File: src/rtl/cd_inport_req_if.sv
// cd_inport_req_if: upstream flit link, arbiter request/grant and forwarded
// flit output of one router input port, bundled as a single interface.
//   master: upstream/arbiter side (drives in_valid, in_data, gnt)
//   slave : input-port requester  (drives in_ready, req, out_*, err_gnt)
interface cd_inport_req_if #(
    parameter int unsigned DATA_W = 64
);
    logic              in_valid;
    logic [DATA_W-1:0] in_data;
    logic              in_ready;
    logic [4:0]        req;
    logic [4:0]        gnt;
    logic              out_valid;
    logic [DATA_W-1:0] out_data;
    logic [4:0]        out_sel;
    logic              err_gnt;

    modport master (
        output in_valid, in_data, gnt,
        input  in_ready, req, out_valid, out_data, out_sel, err_gnt
    );

    modport slave (
        input  in_valid, in_data, gnt,
        output in_ready, req, out_valid, out_data, out_sel, err_gnt
    );
endinterface

File: src/rtl/cd_inport_req.sv
// cd_inport_req: input-port requester for the cardinal mesh router.
// Buffers upstream flits in a 2-entry FIFO, routes the head flit X-then-Y,
// holds a one-hot request until granted, then pops the flit and forwards it
// with the traversed hop field decremented on a registered output stage.
// Ports:
//   clk, reset  - clock, synchronous active-high reset
//   bus (slave) - in_valid/in_data/in_ready upstream link, req/gnt arbiter
//                 handshake (N,S,E,W,PE = bits 0..4), out_valid/out_data/
//                 out_sel forwarded flit, err_gnt sticky unrequested grant
// DATA_W must be at least 18 to hold the routing fields.
module cd_inport_req #(
    parameter int unsigned DATA_W = 64
) (
    input logic            clk,
    input logic            reset,
    cd_inport_req_if.slave bus
);
    localparam int unsigned DEPTH     = 2;
    localparam int unsigned PORT_W    = 5;
    localparam int unsigned HOP_W     = 4;
    localparam int unsigned DIR_X_BIT = 17;
    localparam int unsigned DIR_Y_BIT = 16;
    localparam int unsigned HOP_X_LSB = 12;
    localparam int unsigned HOP_Y_LSB = 8;
    localparam int unsigned P_N       = 0;
    localparam int unsigned P_S       = 1;
    localparam int unsigned P_E       = 2;
    localparam int unsigned P_W       = 3;
    localparam int unsigned P_PE      = 4;

    logic [DATA_W-1:0] mem [DEPTH];
    logic              wr_ptr;
    logic              rd_ptr;
    logic [1:0]        count;

    logic              out_valid_q;
    logic [DATA_W-1:0] out_data_q;
    logic [PORT_W-1:0] out_sel_q;
    logic              err_gnt_q;

    logic [DATA_W-1:0] head_c;
    logic [HOP_W-1:0]  hop_x_c;
    logic [HOP_W-1:0]  hop_y_c;
    logic [PORT_W-1:0] route_c;
    logic [PORT_W-1:0] req_c;
    logic [PORT_W-1:0] hit_c;
    logic              ready_c;
    logic              push_c;
    logic              pop_c;
    logic              bad_c;
    logic [DATA_W-1:0] fwd_c;

    // Dimension-order route of the head flit; depends only on the head so the
    // request is stable until that flit is popped.
    always_comb begin
        head_c  = mem[rd_ptr];
        hop_x_c = head_c[HOP_X_LSB +: HOP_W];
        hop_y_c = head_c[HOP_Y_LSB +: HOP_W];
        route_c = '0;
        if (hop_x_c != '0) begin
            if (head_c[DIR_X_BIT]) route_c[P_W] = 1'b1;
            else                   route_c[P_E] = 1'b1;
        end else if (hop_y_c != '0) begin
            if (head_c[DIR_Y_BIT]) route_c[P_S] = 1'b1;
            else                   route_c[P_N] = 1'b1;
        end else begin
            route_c[P_PE] = 1'b1;
        end
    end

    // Handshake decode; in_ready deliberately ignores a same-cycle pop.
    always_comb begin
        req_c   = (count != 2'd0) ? route_c : '0;
        ready_c = (count != 2'd2);
        push_c  = bus.in_valid && ready_c;
        hit_c   = bus.gnt & req_c;
        pop_c   = |hit_c;
        bad_c   = |(bus.gnt & ~req_c);
    end

    // Forwarded flit: decrement the hop field of the dimension being taken.
    always_comb begin
        fwd_c = head_c;
        if (hit_c[P_E] || hit_c[P_W]) begin
            fwd_c[HOP_X_LSB +: HOP_W] = hop_x_c - 4'd1;
        end else if (hit_c[P_N] || hit_c[P_S]) begin
            fwd_c[HOP_Y_LSB +: HOP_W] = hop_y_c - 4'd1;
        end
    end

    // FIFO storage; contents are don't-care once count is cleared.
    always_ff @(posedge clk) begin
        if (!reset && push_c) begin
            mem[wr_ptr] <= bus.in_data;
        end
    end

    // FIFO pointers/occupancy and registered output stage.
    always_ff @(posedge clk) begin
        if (reset) begin
            wr_ptr      <= 1'b0;
            rd_ptr      <= 1'b0;
            count       <= 2'd0;
            out_valid_q <= 1'b0;
            out_data_q  <= '0;
            out_sel_q   <= '0;
            err_gnt_q   <= 1'b0;
        end else begin
            if (push_c) wr_ptr <= ~wr_ptr;
            if (pop_c)  rd_ptr <= ~rd_ptr;
            case ({push_c, pop_c})
                2'b10:   count <= count + 2'd1;
                2'b01:   count <= count - 2'd1;
                default: count <= count;
            endcase
            out_valid_q <= pop_c;
            if (pop_c) begin
                out_data_q <= fwd_c;
                out_sel_q  <= hit_c;
            end
            if (bad_c) err_gnt_q <= 1'b1;
        end
    end

    assign bus.in_ready  = ready_c;
    assign bus.req       = req_c;
    assign bus.out_valid = out_valid_q;
    assign bus.out_data  = out_data_q;
    assign bus.out_sel   = out_sel_q;
    assign bus.err_gnt   = err_gnt_q;
endmodule

File: src/flat_wrapper.sv
// flat-port wrapper written by rule: the top's interface ports become plain ports
module cd_inport_req_flat 
#(
    parameter int unsigned DATA_W = 64
)
  (clk, reset, bus_in_valid, bus_in_data, bus_gnt, bus_in_ready, bus_req, bus_out_valid, bus_out_data, bus_out_sel, bus_err_gnt);
  cd_inport_req_if #(.DATA_W(DATA_W)) bus_i ();
  input logic clk;
  input logic reset;
  input wire logic [$bits(bus_i.in_valid)-1:0] bus_in_valid;
  input wire logic [$bits(bus_i.in_data)-1:0] bus_in_data;
  input wire logic [$bits(bus_i.gnt)-1:0] bus_gnt;
  output wire logic [$bits(bus_i.in_ready)-1:0] bus_in_ready;
  output wire logic [$bits(bus_i.req)-1:0] bus_req;
  output wire logic [$bits(bus_i.out_valid)-1:0] bus_out_valid;
  output wire logic [$bits(bus_i.out_data)-1:0] bus_out_data;
  output wire logic [$bits(bus_i.out_sel)-1:0] bus_out_sel;
  output wire logic [$bits(bus_i.err_gnt)-1:0] bus_err_gnt;
  assign bus_i.in_valid = bus_in_valid;
  assign bus_i.in_data = bus_in_data;
  assign bus_i.gnt = bus_gnt;
  assign bus_in_ready = bus_i.in_ready;
  assign bus_req = bus_i.req;
  assign bus_out_valid = bus_i.out_valid;
  assign bus_out_data = bus_i.out_data;
  assign bus_out_sel = bus_i.out_sel;
  assign bus_err_gnt = bus_i.err_gnt;
  cd_inport_req #(.DATA_W(DATA_W)) u_core (.clk(clk), .reset(reset), .bus(bus_i));
endmodule
File: config.mk
export PLATFORM = sky130hd
export DESIGN_NAME = cd_inport_req_flat
export DESIGN_NICKNAME = d
export VERILOG_FILES = /design/src/rtl/cd_inport_req_if.sv /design/src/rtl/cd_inport_req.sv /design/src/flat_wrapper.sv
export SDC_FILE = /design/constraint.sdc
export NUM_CORES = 1
export LEC_CHECK = 0
export BUFFER_PORTS_ARGS = -buffer_cell sky130_fd_sc_hd__buf_2
export CORE_MARGIN = 2
export CORE_UTILIZATION = 46
export DETAILED_ROUTE_END_ITERATION = 8
export GPL_ROUTABILITY_DRIVEN = 1
export PLACE_DENSITY = 0.71
export SLEW_MARGIN = 15
export SYNTH_ARGS = -nofsm -noshare
export SYNTH_HDL_FRONTEND = slang
export SYNTH_SLANG_ARGS = --single-unit
File: constraint.sdc
create_clock -name clk -period 7.38 [get_ports clk]
set_input_delay 1.476 -clock clk [delete_from_list [all_inputs] [get_ports clk]]
set_output_delay 1.476 -clock clk [all_outputs]
set_load 0.01 [all_outputs]
==> flow_summary.rst <==
.. list-table::
   :header-rows: 1

   * - Metric
     - Value
   * - Status
     - finished clean
   * - Die X
     - approximately 130 um
   * - Reg2Reg Depth
     - 9
   * - Port-buffer cells
     - approximately 150
   * - Clock latency reported for the late side of the worst-skew pair
     - around 500 ps
   * - Number of detailed-routing iterations run before antenna repair
     - 4
   * - Reg2Reg Setup Slack
     - about 3100 ps
   * - Tightest Pin Transition
     - 947 ps
   * - Total clock buffers created by CTS
     - 21
   * - Int Power
     - between 2 and 2.5 mW
   * - Hold WS
     - between 400 and 500 ps
   * - Predominant post-synthesis flop cell
     - sky130_fd_sc_hd__edfxtp_1
   * - Synth Area per Inst
     - roughly 15 um^2
   * - Post-synth design cell area
     - approximately 8000 um^2
   * - GRT Util Overall
     - 17.1%
   * - Sw frac
     - about a third
   * - Hold Path Class
     - reg2reg
   * - Setup tns final
     - 0 ps
   * - Data arrival time at the worst-slack endpoint
     - 2980 ps
   * - Gate count of the mapped netlist
     - 518
   * - Fin crit period
     - between 4000 and 5000 ps
   * - Proportion of layout cells with a drive suffix above 1
     - between 30% and 40%
   * - Initial core utilization
     - 47.0%
   * - Post-CTS Setup Bufs
     - 0
   * - Total of max-cap violations
     - 0
   * - Worst-path fanout max
     - about 50
   * - Most used standard cell by instance count after synthesis
     - sky130_fd_sc_hd__edfxtp_1
   * - Vias in the first global route
     - about 4.9k
   * - Count of pins over their slew limit
     - 0
   * - CP endpoint kind
     - output port
   * - Routed wirelength normalized by instance count
     - 17.0 um
   * - Reg power frac
     - a little over two fifths
   * - Areal power density over the cells
     - ~380 nW/um^2
   * - Worst min-delay path startpoint
     - u_core.bus.out_data[9]
   * - Post-detailed-route DRC marker count
     - 0
   * - Count of standard-cell rows
     - 47
   * - Share of the clock period used by the worst path after layout
     - between 60% and 70%
   * - Final Net Count
     - between 700 and 800
   * - Startpoint kind of the worst setup timing path
     - flop
   * - DRT Wirelength
     - 15300 um
   * - End of the worst register-to-register path
     - u_core.bus.out_data[22]
   * - Post-cts gate resize count
     - 0
   * - Logic pwr share
     - ~28%
   * - Starting DRT DRC Count
     - ~220
   * - Worst setup skew after layout
     - about 6.3 ps
   * - Total count of hold-check failures in the final report
     - 0
   * - Depth of the worst hold-timing path
     - 2
   * - Total number of yosys warnings
     - 0
   * - Worst relative slew slack
     - a little under two fifths
   * - Routed vias
     - around 4.7k
   * - Total nets after synthesis
     - between 500 and 600
   * - Core region area
     - approximately 17000 um^2
   * - Placed wire-length estimate after detailed placement
     - 9770 um
   * - # fillers
     - approximately 1.4k
   * - Switching power of the nets
     - 1.13 mW
   * - Number of nets with antenna violations after routing
     - 0
   * - Maximum frequency from static timing analysis
     - roughly 0.22 GHz
   * - WS Path Type
     - reg2out
   * - Max rail drop VDD
     - approximately 220 uV
   * - Post-synthesis cell type with the largest combined area
     - sky130_fd_sc_hd__edfxtp_1
   * - Floorplan die height
     - roughly 130 um
   * - Synth Register Bits
     - 204
   * - Clock tree from TritonCTS
     - built
   * - IO Count
     - 149
   * - Number of hold-repair buffers added at the cts stage
     - 0
   * - Share of flip-flops with an asynchronous set or reset
     - 0%
   * - Routability congestion estimate from global placement
     - roughly 0.87
   * - Global-route wire length before repair
     - ~25000 um
   * - Area overhead of the layout relative to synthesis
     - 20.1%
   * - CTS HTree Levels
     - 1
   * - Data required time of the critical path
     - between 5000 and 6000 ps
   * - Total inserted antenna cells
     - 0
   * - Total Power Consumption
     - roughly 3.5 mW
   * - Clock network power share
     - 28.0%
   * - Hold Path Sink
     - u_core.bus.out_data[9]
   * - Via density per instance
     - around 5.2
   * - Number of flops mapped to enable cells by yosys
     - 128
   * - Static Leakage
     - approximately 3.4 nW
   * - Final setup viols
     - 0
   * - Pin count of the biggest net entering global routing
     - between 70 and 80
   * - List of most frequent post-synthesis cells
     - 128 x sky130_fd_sc_hd__edfxtp_1, 76 x sky130_fd_sc_hd__dfxtp_1, 75 x sky130_fd_sc_hd__nor2_1
   * - Area used by sequential logic in the layout
     - roughly 5400 um^2
   * - Overall die area
     - roughly 18000 um^2
   * - Unique masters post-synth
     - 41
   * - Clock-pin slew on the worst setup and hold paths
     - 60 ps
   * - Area share of the largest cell type after synthesis
     - around 50%
   * - Combined area of the multi-input logic cells
     - 2230 um^2
   * - Top area cells in the synthesized netlist
     - sky130_fd_sc_hd__edfxtp_1 49%, sky130_fd_sc_hd__dfxtp_1 20%, sky130_fd_sc_hd__a211oi_2 9.0%
   * - Clock tree sinks
     - between 200 and 250
   * - Cell at the root of the clock tree
     - sky130_fd_sc_hd__clkbuf_16
   * - Overflow left after global routing
     - 0
   * - Maximum number of buffers from clock root to sink
     - 3
   * - RSZ-0062 raised after global routing
     - no
   * - Portion of the post-synthesis area used by sequential elements
     - between 60% and 70%
   * - Initial antenna violation count
     - 0
==> routing by layer <==
metal | GRT usage, % | up-vias | wire length [um] | part of all wire, %
met5 | 0 | - | 0 | 0
li1 | - | 2231 | - | -
met3 | 3.06 | 27 | 877 | 5.7
met4 | 5.50 | 0 | 334 | 2.2
met1 | 21.3 | 2306 | 6410 | 42
met2 | 30.5 | 125 | 7710 | 50
==> sequential cells by signal (all words and copies together), names as in the netlist, named ones only <==
name and count:
u_core.mem 128, u_core.bus.out_data 64, u_core.bus.out_sel 5, u_core.count 2, u_core.bus.err_gnt 1, u_core.bus.out_valid 1
u_core.rd_ptr 1, u_core.wr_ptr 1
==> area by class of cell <==
| cell class | instances | share of cell area (%) |
|---|---|---|
| clock inverter | 9 | 0.548 |
| clock buffer | 29 | 6.47 |
| multi-input combinational | 275 | 23.8 |
| tap | 220 | 2.94 |
| inverter | 8 | 0.348 |
| timing repair buffer | 155 | 8.51 |
| sequential | 204 | 57.4 |
==> power by group through the flow <==
| stage | Combinational [mW] | Sequential (mW) | Clock, mW |
|---|---|---|---|
| floorplan | 0.708 | 1.60 | 0 |
| global placement | 0.972 | 1.56 | 0 |
| detailed placement | 1.02 | 1.57 | 0 |
| CTS | 1.02 | 1.55 | 1.02 |
| global route | 1.10 | 1.57 | 1.06 |
| finish | 1.00 | 1.54 | 0.990 |
==> worst max-delay path, cell delays in order, from the launching register on <==
cell	delay [ps]
sky130_fd_sc_hd__dfxtp_4	550
sky130_fd_sc_hd__buf_4	780
sky130_fd_sc_hd__mux2i_4	420
sky130_fd_sc_hd__inv_1	60
sky130_fd_sc_hd__or3_1	400
sky130_fd_sc_hd__inv_1	90
sky130_fd_sc_hd__buf_2	130
==> cell families after synthesis <==
family / count (synthesis) / synth area share [%]
flops: 204 / 68.9
compound gates: 91 / 12.2
simple gates: 106 / 5.89
mux: 69 / 9.23
fa+ha+maj: 3 / 0.482
buf+inv: 39 / 2.70
xor+xnor: 6 / 0.674
==> per-stage QoR <==
step	worst slack (ps)	area, um^2	std cells	util [%]
after floorplan	211	7790	518	-
after global placement	3320	8700	862	52.5
after detailed placement	3110	8700	862	52.5
after CTS	2890	9360	900	56.4
after global routing	2800	9360	900	56.4
final	2920	9360	900	56.4
==> worst max path at each step <==
stage,startpoint,end,slack [ps]
2_1_floorplan,reset,u_core.mem[1][0],210
3_3_place_gp,flop,u_core.bus.out_data[18],3320
3_5_place_dp,flop,u_core.bus.out_data[49],3110
4_1_cts,flop,bus_req[2],2890
5_1_grt,flop,bus_req[2],2800
6_report,flop,bus_req[2],2920
==> cell usage in the layout, fill, tap and decap left out, types with 4 or more instances in the layout <==
cell,instances
sky130_fd_sc_hd__buf_4,8
sky130_fd_sc_hd__a22oi_1,5
sky130_fd_sc_hd__inv_1,7
sky130_fd_sc_hd__a211oi_2,56
sky130_fd_sc_hd__buf_2,147
sky130_fd_sc_hd__nand2_1,10
sky130_fd_sc_hd__nor2_1,75
sky130_fd_sc_hd__mux2i_1,66
sky130_fd_sc_hd__dfxtp_1,75
sky130_fd_sc_hd__a21oi_1,10
sky130_fd_sc_hd__nor3_1,7
sky130_fd_sc_hd__o21ai_0,6
sky130_fd_sc_hd__clkbuf_16,21
sky130_fd_sc_hd__edfxtp_1,128
sky130_fd_sc_hd__clkbuf_8,5
sky130_fd_sc_hd__xnor2_1,4
Note: power is estimated with default switching activity, not from simulation.
